==> config.mk <==
export PLATFORM = sky130hd
export DESIGN_NAME = param_pattern_generator
export DESIGN_NICKNAME = d
export VERILOG_FILES = /design/src/rtl/param_pattern_generator.sv
export SDC_FILE = /design/constraint.sdc
export NUM_CORES = 1
export LEC_CHECK = 0
export ABC_AREA = 0
export CELL_PAD_IN_SITES_DETAIL_PLACEMENT = 1
export CELL_PAD_IN_SITES_GLOBAL_PLACEMENT = 1
export CORE_UTILIZATION = 45
export DETAILED_ROUTE_END_ITERATION = 6
export PLACE_DENSITY = 0.89
export SLEW_MARGIN = 25
export SYNTH_ARGS = -nofsm -noshare
export SYNTH_HDL_FRONTEND = slang
export SYNTH_SLANG_ARGS = --single-unit
==> constraint.sdc <==
create_clock -name clock -period 5 [get_ports clock]
set_clock_uncertainty 0.2 [all_clocks]
set_input_delay 0.75 -clock clock [delete_from_list [all_inputs] [get_ports clock]]
set_output_delay 0.75 -clock clock [all_outputs]
set_load 0.1 [all_outputs]
==> src/rtl/param_pattern_generator.sv <==
// param_pattern_generator
//
// Streaming test-pattern source for the DVI output path. It emits one 24-bit
// {R,G,B} pixel per ready/valid transfer, in raster order. Frame and tile
// geometry are parameters. The pattern is chosen at run time from four
// options, and the whole picture can be colour-inverted every INVERT_PERIOD
// frames.
//
// Ports
//   clock        in   1   system clock, rising edge
//   reset        in   1   synchronous, active-high
//   Mode         in   2   pattern select (0 checker, 1 solid, 2 gradient,
//                         3 vertical stripes); takes effect at frame start
//   VideoReady   in   1   sink accepts the pixel currently on Video
//   VideoValid   out  1   Video holds a valid pixel
//   Video        out  24  pixel colour {R,G,B}
//   StartOfFrame out  1   current pixel is (0,0)
//   EndOfLine    out  1   current pixel is the last one of its line
//
// The registered outputs always describe the pixel held in the x/y/fc/inv/m
// state registers. On a transfer, both the state and the outputs move to the
// next pixel in the same clock. This gives one pixel per clock with no
// bubbles, including at line and frame wraps.

module param_pattern_generator #(
  parameter int          WIDTH         = 800,
  parameter int          HEIGHT        = 600,
  parameter int          TILE_W        = 64,
  parameter int          TILE_H        = 32,
  parameter int          INVERT_PERIOD = 72,
  parameter logic [23:0] COLOR_A       = 24'h00CC00,
  parameter logic [23:0] COLOR_B       = 24'h00CCCC,
  parameter logic [23:0] COLOR_C       = 24'hFF9A26,
  parameter logic [23:0] COLOR_D       = 24'h9D26FF
) (
  input  logic        clock,
  input  logic        reset,
  input  logic [1:0]  Mode,
  input  logic        VideoReady,
  output logic        VideoValid,
  output logic [23:0] Video,
  output logic        StartOfFrame,
  output logic        EndOfLine
);

  localparam int X_W   = (WIDTH  > 1) ? $clog2(WIDTH)  : 1;
  localparam int Y_W   = (HEIGHT > 1) ? $clog2(HEIGHT) : 1;
  localparam int TX_SH = (TILE_W > 1) ? $clog2(TILE_W) : 0;
  localparam int TY_SH = (TILE_H > 1) ? $clog2(TILE_H) : 0;
  localparam int PC_W  = (INVERT_PERIOD > 1) ? $clog2(INVERT_PERIOD + 1) : 1;

  localparam logic [X_W-1:0]  X_LAST  = X_W'(WIDTH - 1);
  localparam logic [Y_W-1:0]  Y_LAST  = Y_W'(HEIGHT - 1);
  localparam logic [PC_W-1:0] PC_LAST = PC_W'((INVERT_PERIOD > 0) ? INVERT_PERIOD - 1 : 0);

  logic [X_W-1:0]  x_q, x_n;
  logic [Y_W-1:0]  y_q, y_n;
  logic [15:0]     fc_q, fc_n;
  logic [PC_W-1:0] pc_q, pc_n;
  logic            inv_q, inv_n;
  logic [1:0]      m_q, m_n;

  logic            advance;
  logic            line_end;
  logic            frame_end;
  logic            tx_odd;
  logic            ty_odd;
  logic [23:0]     base_pixel;
  logic [23:0]     pixel_n;

  // Next-position logic. A transfer moves to the following raster position.
  // The last pixel of a frame also bumps the frame counter, latches the
  // requested mode, and advances the inversion period. The period counter
  // wraps one step early (at INVERT_PERIOD-1), so the toggle happens on the
  // same wrap transfer in which pc would reach INVERT_PERIOD. The new inv
  // value therefore colours pixel (0,0) of the next frame.
  always_comb begin
    x_n   = x_q;
    y_n   = y_q;
    fc_n  = fc_q;
    pc_n  = pc_q;
    inv_n = inv_q;
    m_n   = m_q;

    advance   = VideoValid && VideoReady;
    line_end  = (x_q == X_LAST);
    frame_end = line_end && (y_q == Y_LAST);

    if (advance) begin
      if (!line_end) begin
        x_n = x_q + X_W'(1);
      end else begin
        x_n = '0;
        if (!frame_end) begin
          y_n = y_q + Y_W'(1);
        end else begin
          y_n  = '0;
          fc_n = fc_q + 16'd1;
          m_n  = Mode;
          if (INVERT_PERIOD != 0) begin
            if (pc_q == PC_LAST) begin
              pc_n  = '0;
              inv_n = ~inv_q;
            end else begin
              pc_n = pc_q + PC_W'(1);
            end
          end
        end
      end
    end
  end

  // Colour of the pixel at the next position. Tile sizes are powers of two,
  // so tile parity is a single bit of the coordinate. Tiles restart at x=0
  // on every line. Partial tiles at the right and bottom edges are cut off.
  always_comb begin
    tx_odd = ((32'(x_n) >> TX_SH) & 32'd1) != 32'd0;
    ty_odd = ((32'(y_n) >> TY_SH) & 32'd1) != 32'd0;

    base_pixel = COLOR_A;
    case (m_n)
      2'd0:    base_pixel = ty_odd ? (tx_odd ? COLOR_D : COLOR_C)
                                   : (tx_odd ? COLOR_B : COLOR_A);
      2'd1:    base_pixel = COLOR_A;
      2'd2:    base_pixel = {8'(x_n), 8'(y_n), fc_n[7:0]};
      default: base_pixel = tx_odd ? COLOR_B : COLOR_A;
    endcase

    pixel_n = base_pixel ^ {24{inv_n}};
  end

  // State and output registers. Reset blanks the output and latches Mode for
  // the first frame. The cycle after reset loads pixel (0,0); the next-state
  // logic holds position there because no transfer can occur while
  // VideoValid is low. Afterwards, everything updates only on a transfer, so
  // a stalled sink sees stable data and markers.
  always_ff @(posedge clock) begin
    if (reset) begin
      VideoValid   <= 1'b0;
      Video        <= '0;
      StartOfFrame <= 1'b0;
      EndOfLine    <= 1'b0;
      x_q          <= '0;
      y_q          <= '0;
      fc_q         <= '0;
      pc_q         <= '0;
      inv_q        <= 1'b0;
      m_q          <= Mode;
    end else if (!VideoValid || VideoReady) begin
      VideoValid   <= 1'b1;
      Video        <= pixel_n;
      StartOfFrame <= (x_n == '0) && (y_n == '0);
      EndOfLine    <= (x_n == X_LAST);
      x_q          <= x_n;
      y_q          <= y_n;
      fc_q         <= fc_n;
      pc_q         <= pc_n;
      inv_q        <= inv_n;
      m_q          <= m_n;
    end
  end

endmodule

## Word-level counts from Yosys, hierarchy flattened

Cells that the tools add are included.

| operators by class | value |
|---|---|
| equal/unequal tests | 6 |
| $add $sub $neg | 4 |
| multiplexer cells | 22 |
| bitwise gates (word level) | 2 |
| reduce and logical (&&, ||, !) cells | 10 |

Operators with widths:

| kind | count |
|---|---|
| $pmux 24 s3 | 1 |
| $mux 10 | 5 |
| $mux 8 | 4 |
| $eq 10x10->1 const B | 3 |
| $mux 24 | 1 |
| $xor 24x24->24 | 1 |
| $mux 23 | 1 |
| $add 10x1->10 const B | 2 |
| $logic_not 10->1 | 2 |
| $add 16x1->16 const B | 1 |
| $mux 2 | 5 |
| $add 7x1->7 const B | 1 |
| $eq 7x7->1 const B | 1 |
| $mux 7 | 1 |
| $mux 1 | 4 |
| $reduce_and 4->1 | 1 |
| $logic_and 1x1->1 | 3 |
| $eq 2x1->1 const B | 1 |
| $eq 2x2->1 const B | 1 |
| $logic_not 2->1 | 1 |
| $reduce_bool 2->1 | 1 |
| $logic_not 1->1 | 1 |
| $logic_or 1x1->1 | 1 |
| $not 1->1 | 1 |

| word-level totals | value |
|---|---|
| input port bits | 5 |
| word-level logic and storage cells | 55 |
| flip-flop bits (word level) | 73 |
| output and inout bits | 27 |

## Logic depth before layout (Yosys ltp)

Gate-level depths: netlist of run 1.

| logic depth | value |
|---|---|
| depth in word-level cells | 8 |
| gate-level depth with buffers | 10 |
| depth with buffers taken out | 8 |

## Least setup slack after synthesis of run 1

Ideal clock, no wire load.

| timing | value |
|---|---|
| path type | flip-flop to flip-flop |
| from | reg VideoValid |
| to | reg Video[21] |
| stages on the path, launching flop included | 9 |
| data arrival time | 2676 ps |
| buffers on the path | 1 |
| path slack | 2005 ps |
| period minus slack after synthesis | 2995 ps |
| library setup time | 119 ps |
| data required time | 4681 ps |
| cell sequence | dfxtp_1 -> and2_1 -> nand4_2 -> buf_6 -> nor4_4 -> o21ai_2 -> o22a_1 -> or3_1 -> a32o_1 |

| between the ends | value |
|---|---|
| longest elaborated chain between the ends | 6 |
| elaborated cells between the ends (all ways) | 14 |
| those cells by class | eq/ne (2); mux (7); bitwise (1); reduce/logical (4) |

Ends and longest elaborated chain:

| element | RTL line | source |
|---|---|---|
| start, declared | 40 | `output logic VideoValid,` |
| start signal, assigned | 139 | `VideoValid <= 1'b0;` |
| start signal, assigned | 150 | `VideoValid <= 1'b1;` |
| $logic_and 1x1->1 | 85 | `advance = VideoValid && VideoReady;` |
| $mux 10 | 89 | `if (advance) begin` |
| $mux 23 | 122 | `2'd0: base_pixel = ty_odd ? (tx_odd ? COLOR_D : COLOR_C)` |
| $mux 24 | 122 |  |
| $pmux 24 s3 | 121 | `case (m_n)` |
| $xor 24x24->24 | 129 | `pixel_n = base_pixel ^ {24{inv_n}};` |
| end signal, assigned | 151 | `Video <= pixel_n;` |
| end, declared | 41 | `output logic [23:0] Video,` |

Several ways; a longest one is shown, not always the timed one.
A chain may end at the register's enable or synchronous reset.

## Final worst setup path of run 1

| timing | value |
|---|---|
| from | in VideoReady |
| to | reg Video[21] |

| between the ends | value |
|---|---|
| longest elaborated chain between the ends | 6 |
| elaborated cells between the ends (all ways) | 13 |
| those cells by class | eq/ne (2); mux (7); bitwise (1); reduce/logical (3) |

Ends and longest elaborated chain:

| element | RTL line | source |
|---|---|---|
| start, declared | 39 | `input logic VideoReady,` |
| $logic_and 1x1->1 | 85 |  |
| $mux 10 | 89 |  |
| $mux 23 | 122 |  |
| $mux 24 | 122 |  |
| $pmux 24 s3 | 121 |  |
| $xor 24x24->24 | 129 |  |

Several ways; a longest one is shown, not always the timed one.

==> run summary, run 1 <==
Outcome - finished clean
Largest net degree at the start of global routing - 38
Post-CTS setup buffer count - 0
First-pass GRT wire length - 18600 µm
Syn Nets - 458
Mean Syn Cell Area - 8.17 µm²
Final core occ - 54.1%
P&R area growth vs syn - 15.1%
Placed cell area - 0.00402 mm²
Clock Latency Late Sink - 0.35 ns
Die area - 0.00852 mm²
Reg2reg start - x_q[0]
Total I/O pin count - 32
Hold buffers post-CTS - 0
Crit. End Element - register
Period minus WS final - 3.82 ns
Worst hold path endpoint - Video[0]
Root Buffer - clkbuf_8
Pwr dens - 286 mW/mm²
Final instance area - 0.00422 mm²
Initial DRC count - 234
Gr ovfl total - 0
FMAX - 262 MHz
Number of nets with antenna violations after routing - 0
Chip width - 92.3 µm
Vias - 3551
H-tree level count - 3
Rows - 32
Final GP Congestion - 0.834
Peak supply drop - 158 µV
DRT Pass-1 Iters - 4
Final Hold Violating Endpoints - 0
Initial Util - 47.0%
Final WS setup - 1.18 ns
Largest cells by area after synthesis - dfxtp_1 34%, xnor2_1 6.7%, nor2_1 5.8%, nand2_1 5.3%, o21ai_0 4.0%
Hold Slack - 0.264 ns
Critical Path AT - 3.86 ns
Share of the synthesized area in the top cell type - 34.4%
Setup violations, final - 0
Slew @ Worst Pin - 0.995 ns
Cells after synthesis - 449
CP Launch Type - primary input
Period utilisation layout - 76.3%
PostCTS Resize Cnt - 0
Layout cells sized above 1 - 7.77%
CTS Buf Count - 9
Post-synth ARST share - 0%
Clock tree buffer depth - 2
Yosys top cell by area - dfxtp_1
Pleak - 1.50 nW
Max FO, Critical Path - 12
Most common cell in the netlist - dfxtp_1
CP max stage cell - xor2_1
DIE HEIGHT - 92.3 µm
Critical Setup Path Class - primary input to register
Worst Path Buf+Inv - 1
RSZ-0062 raised after global routing - no
CTS tree - yes
Drt total wl - 11300 µm
Reg clk slew, reported paths - 0.07 ns
Seq. cell area - 0.00132 mm²
Post-synthesis cell area - 0.00367 mm²
Total GRT Usage - 28.1%
Max-slew violation count - 0
CP max stage delay - 0.73 ns
Final TNS setup - 0 ns
Relative slew margins - 33.5%
Synth Flop Type - dfxtp_1
Multi-input gate area - 0.00219 mm²
Initial antenna violation count - 0
Power, Total - 1.21 mW
Place WS - 0.945 ns
Post-route non-filler standard cell count - 578
Synth warn - 0
Top Family by Delay on Critical Path - simple AND/OR/NAND/NOR gates
RR Endpoint - Video[21]
Fin nets - 480
Max_cap viols - 0
Ant. Diodes - 0
Port Buffers - 31
Commonest cells in the netlist - 63 x dfxtp_1, 57 x nor2_1, 52 x nand2_1, 29 x o21ai_0, 28 x xnor2_1
TritonCTS Sinks - 65
Hold Crit Start - Video[0]
DP HPWL - 7870 µm
Drt drc - 0
DR WL/cell - 19.6 µm
Number of enable flip-flop cells after synthesis - 2
FF-to-FF path depth - 7
Vias per cell - 6.14
Worst Hold Depth - 2
Seq/Total Area, Yosys - 36.0%
Vias in the first global route - 3697
Placed cell count - 562
Critical Path RT - 5.04 ns
R2r setup slk - 1.54 ns
Worst hold-check path type - register to register
Cell Chain, Critical Path - clkdlybuf4s50_1 > and2_1 > and4_1 > nand4_2 > xor2_1 > o21ai_0 > a32o_1
Number of synthesized register bits - 65
Core area - 0.00781 mm²
Unique masters post-synth - 63
FILL cells - 959
-- worst max path at each step --
stage	startpoint	to	depth (start not counted)
2_1_floorplan	VideoValid	Video[21]	8
3_3_place_gp	VideoReady	Video[17]	8
3_5_place_dp	VideoReady	Video[4]	8
4_1_cts	VideoReady	Video[4]	8
5_1_grt	VideoReady	Video[20]	8
6_report	VideoReady	Video[21]	7
-- tightest hold or removal path: cells and delay by family (launching register included) --
| kind | cells | cell delay, ns |
|---|---|---|
| compound gates | 1 | 0.06 |
| flops | 1 | 0.33 |
| simple gates | 1 | 0.05 |
-- state kept, by name, indices dropped and copies added (netlist names) --
| register | count |
|---|---|
| y_q | 10 |
| VideoValid | 1 |
| m_q | 2 |
| fc_q | 8 |
| StartOfFrame | 1 |
| EndOfLine | 1 |
| pc_q | 7 |
| x_q | 10 |
| Video | 24 |
| inv_q | 1 |
-- final cells by class --
type                            count  share of cell area, %
Clock inverter                      5                   1.24
Inverter                            6                  0.533
Clock buffer                       11                   3.61
Tap cell                          102                   3.02
Multi-Input combinational cell    352                   51.9
Sequential cell                    65                   31.3
Timing Repair Buffer               37                   8.41
-- routing by layer --
metal | global-route usage, % | routed length [µm]
met1 | 34.5 | 4730
met2 | 47.0 | 5710
met3 | 6.08 | 541
met4 | 12.4 | 337
met5 | 0 | 0
-- layout by cell type (no fill, tap or decap), types with 3 or more instances in the layout --
| cell type | netlist | routed |
|---|---|---|
| nand3_1 | 10 | 10 |
| o32ai_1 | 6 | 6 |
| o31ai_1 | 3 | 3 |
| clkbuf_8 | 0 | 9 |
| or4_1 | 3 | 3 |
| dfxtp_1 | 63 | 63 |
| inv_1 | 6 | 6 |
| ha_1 | 4 | 4 |
| o22ai_1 | 12 | 12 |
| o21a_1 | 5 | 5 |
| o21ai_0 | 29 | 29 |
| xor2_1 | 9 | 9 |
| nand2_1 | 52 | 52 |
| and3_1 | 6 | 6 |
| nand4_1 | 8 | 8 |
| a21oi_1 | 22 | 22 |
| nor4_1 | 7 | 7 |
| mux2i_1 | 10 | 10 |
| nor3b_1 | 3 | 3 |
| buf_4 | 3 | 6 |
| and2_1 | 7 | 7 |
| xnor2_1 | 28 | 28 |
| clkdlybuf4s50_1 | 0 | 31 |
| or3_1 | 5 | 5 |
| clkinv_2 | 0 | 3 |
| nor2_1 | 57 | 57 |
| a211oi_1 | 7 | 7 |
| nor3_1 | 14 | 14 |
-- power by group --
part | internal, mW | switching (mW) | total (mW)
logic | 0.0489 | 0.140 | 0.189
clock network | 0.258 | 0.216 | 0.474
registers | 0.534 | 0.00992 | 0.544
-- cell families (layout without fill, tap and decap cells) --
group                    after synthesis  in the layout  synth area share, %
AND/OR/NAND/NOR                      192            192                 27.0
AO/OA/AOI/OAI                        106            106                 18.8
flip-flops                            65             65                 36.0
XOR/XNOR                              38             38                 9.27
buffers and inverters                 32             59                 4.30
multiplexers                          12             12                 3.34
adder cells (fa/ha/maj)                4              4                 1.36
Note: power is estimated with default switching activity, not from simulation.
==> inputs of run 2 (changes only) <==
--- a/config.mk
+++ b/config.mk
@@ -8,9 +8,9 @@
 export ABC_AREA = 0
 export CELL_PAD_IN_SITES_DETAIL_PLACEMENT = 1
 export CELL_PAD_IN_SITES_GLOBAL_PLACEMENT = 1
-export CORE_UTILIZATION = 45
+export CORE_UTILIZATION = 43
 export DETAILED_ROUTE_END_ITERATION = 6
-export PLACE_DENSITY = 0.89
+export PLACE_DENSITY = 0.86
 export SLEW_MARGIN = 25
 export SYNTH_ARGS = -nofsm -noshare
 export SYNTH_HDL_FRONTEND = slang
==> constraint.sdc (replaced) <==
create_clock -name clock -period 3.67 [get_ports clock]
set_clock_uncertainty 0.2 [all_clocks]
set_input_delay 0.5505 -clock clock [delete_from_list [all_inputs] [get_ports clock]]
set_output_delay 0.5505 -clock clock [all_outputs]
set_load 0.1 [all_outputs]
==> run 2 against run 1 <==
Effect of this change: non-clock buffer count up 7; worst hold slack worse by 0.013 ns; combinational power up 38%; critical path type is now register to register; largest cell class unchanged; largest power group unchanged.
==> run summary, run 2 (synthesis results as in run 1) <==
Power, Total - 1.72 mW
Max-slew violation count - 0
DP HPWL - 8500 µm
Clock tree buffer depth - 2
Crit. End Element - register
Period minus WS final - 3.43 ns
Sw Ratio - 28.2%
Multi-input gate area - 0.00219 mm²
Worst hold-check path type - register to register
Commonest non-fill, non-tap cell in the layout - dfxtp_1
Pwr dens - 399 mW/mm²
Slew @ Worst Pin - 0.998 ns
TritonCTS Sinks - 65
Rows - 33
Place WS - -0.00199 ns
Reg clk slew, reported paths - 0.08 ns
Register name with the most flops - Video
Pleak - 1.55 nW
FMAX - 292 MHz
DR WL/cell - 20.0 µm
Max FO, Critical Path - 14
Final Hold Violating Endpoints - 0
Die area - 0.00891 mm²
CTS tree - yes
Switch Pwr - 0.486 mW
Total GRT Usage - 28.1%
Total I/O pin count - 32
Hold buffers post-CTS - 0
Biggest regs - Video x24, x_q x10, y_q x10
Number of nets with antenna violations after routing - 0
Critical Setup Path Class - register to register
P&R area growth vs syn - 17.4%
Vias in the first global route - 3700
Fin nets - 487
Largest net degree at the start of global routing - 22
Final GP Congestion - 0.888
Port Buffers - 31
RSZ-0062 raised after global routing - no
First-pass GRT wire length - 18900 µm
Clock Latency Late Sink - 0.35 ns
Setup violations, final - 0
CTS Buf Count - 9
Drt drc - 0
Part of the power in the clock network - 41.8%
H-tree level count - 3
Critical Path RT - 3.72 ns
Relative slew margins - 33.3%
Ant. Diodes - 0
Peak supply drop - 247 µV
PostCTS Resize Cnt - 0
Outcome - finished clean
Pint - 1.24 mW
Max FFs per register - 24
FILL cells - 984
Seq pwr share - 43.1%
Initial Util - 44.4%
Final WS setup - 0.240 ns
DRT Pass-1 Iters - 4
Vias per cell - 6.06
Layout cells sized above 1 - 9.11%
Post-CTS setup buffer count - 0
R2r setup slk - 0.24 ns
Chip width - 94.4 µm
CP Launch Type - register
Gr ovfl total - 0
Core area - 0.00826 mm²
DIE HEIGHT - 94.4 µm
Combinational share of power - 15.1%
Most frequent cells in the layout - 63 x dfxtp_1, 56 x nor2_1, 52 x nand2_1, 31 x clkdlybuf4s50_1, 29 x o21ai_0
Seq. cell area - 0.00132 mm²
Final core occ - 52.2%
Period utilisation layout - 93.5%
Initial antenna violation count - 0
Root Buffer - clkbuf_8
Max_cap viols - 0
Critical Path AT - 3.48 ns
Final TNS setup - 0 ns
Drt total wl - 11800 µm
Vias - 3563
Initial DRC count - 213
## run 2: power groups by stage
| stage | Combinational (mW) | Clock [mW] | Sequential [mW] |
|---|---|---|---|
| floorplan | 0.0893 | 0 | 0.859 |
| global placement | 0.252 | 0 | 0.756 |
| detailed placement | 0.257 | 0 | 0.757 |
| CTS | 0.260 | 0.728 | 0.741 |
| global route | 0.274 | 0.752 | 0.744 |
| finish | 0.261 | 0.719 | 0.741 |
## run 2: final timing paths
kind                  start        end  cells after the start
setup / recovery     x_q[0]  Video[20]                      9
hold reg to reg   Video[13]  Video[13]                      2
hold / removal    Video[13]  Video[13]                      2
setup reg to reg     x_q[0]  Video[20]                      9
## run 2: layout make-up
type / instances / area share (%)
Clock buffer: 14 / 4.01
Clock inverter: 2 / 1.39
Inverter: 6 / 0.523
Multi-Input combinational cell: 352 / 50.9
Sequential cell: 65 / 30.7
Tap cell: 105 / 3.05
Timing Repair Buffer: 44 / 9.47
## run 2: stage by stage
| step | cells | area [µm²] | hold WS [ns] |
|---|---|---|---|
| after floorplan | 449 | 3670 | 0.254 |
| after global placement | 572 | 4070 | 0.241 |
| after detailed placement | 572 | 4070 | 0.246 |
| after CTS | 588 | 4310 | 0.257 |
| after global routing | 588 | 4310 | 0.285 |
| final | 588 | 4310 | 0.251 |
## run 2: worst max-delay path, stage by stage, from the launching register on
cell	delay, ns
dfxtp_1	0.42
ha_1	0.28
and3_1	0.32
and4_1	0.30
buf_4	0.19
a21oi_2	0.10
nor2_1	0.77
o22ai_1	0.25
xnor2_1	0.19
a211oi_1	0.28
## run 2: layer usage
| layer | vias to the layer above | track usage (%) | share of wire (%) |
|---|---|---|---|
| met4 | 0 | 15.4 | 3.9 |
| met3 | 37 | 5.96 | 5.1 |
| met1 | 1770 | 33.0 | 42 |
| met5 | - | 0 | 0 |
| met2 | 88 | 47.5 | 49 |
| li1 | 1668 | - | - |
==> inputs of run 3 (changes only) <==
--- a/config.mk
+++ b/config.mk
@@ -11,7 +11,7 @@
 export CORE_UTILIZATION = 43
 export DETAILED_ROUTE_END_ITERATION = 6
 export PLACE_DENSITY = 0.86
-export SLEW_MARGIN = 25
+export SLEW_MARGIN = 20
 export SYNTH_ARGS = -nofsm -noshare
 export SYNTH_HDL_FRONTEND = slang
 export SYNTH_SLANG_ARGS = --single-unit
==> run 3 against run 2 <==
Effect of this change: clock power hardly changed; clock-buffer cell count unchanged; utilization barely moved; non-clock buffer count unchanged; worst setup slack improved by 0.0095 ns; die area unchanged; register-to-register slack barely moved; final cell count unchanged; critical path type unchanged; critical endpoint unchanged; highest routed layer unchanged.
==> run summary, run 3 (synthesis results as in run 1) <==
Outcome - finished clean
FMAX - 292 MHz
Commonest non-fill, non-tap cell in the layout - dfxtp_1
DP HPWL - 8500 µm
Clock Latency Late Sink - 0.35 ns
Total GRT Usage - 28.1%
Placed cell count - 572
Pleak - 1.55 nW
Grt met1 use - 33.0%
Setup violations, final - 0
Initial antenna violation count - 0
Grt met3 use - 5.96%
Period utilisation layout - 93.2%
Final TNS setup - 0 ns
Pint - 1.24 mW
Sw Ratio - 28.2%
Max FFs per register - 24
CP Launch Type - register
Pwr dens - 400 mW/mm²
CTS tree - yes
Layout cells sized above 1 - 8.90%
Reg clk slew, reported paths - 0.08 ns
Hold buffers post-CTS - 0
P&R area growth vs syn - 17.4%
Final GP Congestion - 0.888
Crit. End Element - register
Max FO, Critical Path - 14
Largest net degree at the start of global routing - 22
Met2 usage - 47.5%
Clock tree buffer depth - 2
Post-route non-filler standard cell count - 588
Relative slew margins - 22.5%
FILL cells - 984
Vias in the first global route - 3700
DR WL/cell - 20.0 µm
Final Hold Violating Endpoints - 0
Period minus WS final - 3.42 ns
Switch Pwr - 0.485 mW
Initial DRC count - 213
Gr ovfl total - 0
CTS Buf Count - 9
Die area - 0.00891 mm²
DIE HEIGHT - 94.4 µm
Critical Path AT - 3.47 ns
GR peak layer - met2
Critical Setup Path Class - register to register
Most frequent cells in the layout - 63 x dfxtp_1, 57 x nor2_1, 52 x nand2_1, 31 x clkdlybuf4s50_1, 29 x o21ai_0
Initial Util - 44.4%
DRT Pass-1 Iters - 4
Worst hold-check path type - register to register
Peak supply drop - 246 µV
Post-CTS setup buffer count - 0
Combinational share of power - 15.1%
Rows - 33
RSZ-0062 raised after global routing - no
Chip width - 94.4 µm
Ant. Diodes - 0
Seq pwr share - 43.1%
TritonCTS Sinks - 65
Root Buffer - clkbuf_8
PostCTS Resize Cnt - 0
Register name with the most flops - Video
Critical Path RT - 3.72 ns
Number of nets with antenna violations after routing - 0
First-pass GRT wire length - 18900 µm
Vias per cell - 6.06
Drt drc - 0
Max-slew violation count - 0
Vias - 3561
Fin nets - 487
Port Buffers - 31
Drt total wl - 11700 µm
Power, Total - 1.72 mW
Total I/O pin count - 32
Part of the power in the clock network - 41.8%
Slew @ Worst Pin - 1.16 ns
Core area - 0.00826 mm²
Max_cap viols - 0
Biggest regs - Video x24, x_q x10, y_q x10
H-tree level count - 3
Final core occ - 52.2%
==> run 3: cell counts in the layout (fill, tap and decap cells not counted) <==
No cell type changed its count.
==> run 3: per-stage QoR <==
stage	hold slack, ns	worst slack (ns)	cell area [µm²]
detailed placement	0.246	-0.00199	4070
global route	0.285	0.0612	4310
floorplan	0.254	0.675	3670
CTS	0.257	0.257	4310
global placement	0.241	0.229	4070
finish	0.251	0.250	4310
==> run 3: routing by layer <==
layer | up-vias | part of all wire, %
met5 | - | 0
li1 | 1666 | -
met1 | 1752 | 42
met2 | 106 | 49
met4 | 0 | 3.9
met3 | 37 | 5.7
==> run 3: worst max-delay path: stages, from the launching register on <==
cell	delay (ns)
dfxtp_1	0.42
ha_1	0.28
and3_1	0.32
and4_1	0.30
buf_4	0.19
a21oi_2	0.10
nor2_1	0.77
o22ai_1	0.25
xnor2_1	0.19
a211oi_1	0.28
==> run 3: power groups by stage <==
stage	Clock (mW)	Combinational, mW	Sequential (mW)
floorplan	0	0.0893	0.859
global placement	0	0.252	0.756
detailed placement	0	0.257	0.757
CTS	0.728	0.260	0.741
global route	0.752	0.274	0.744
finish	0.719	0.260	0.741
==> run 3: path summary, 6_finish.rpt <==
path / startpoint / endpoint / slack, ns / depth (start not counted)
worst min-delay path: Video[13] / Video[13] / 0.25 / 2
worst max-delay path: x_q[0] / Video[20] / 0.25 / 9
worst max register to register: x_q[0] / Video[20] / 0.25 / 9
worst min register to register: Video[13] / Video[13] / 0.25 / 2
==> run 3: final cells by class <==
| cell class | instances | area, µm² | share of cell area, % |
|---|---|---|---|
| multi-input combinational | 352 | 2190 | 50.9 |
| sequential | 65 | 1320 | 30.7 |
| clock buffer | 14 | 173 | 4.01 |
| inverter | 6 | 22.5 | 0.523 |
| timing repair buffer | 44 | 408 | 9.47 |
| clock inverter | 2 | 60.1 | 1.39 |
| tap | 105 | 131 | 3.05 |
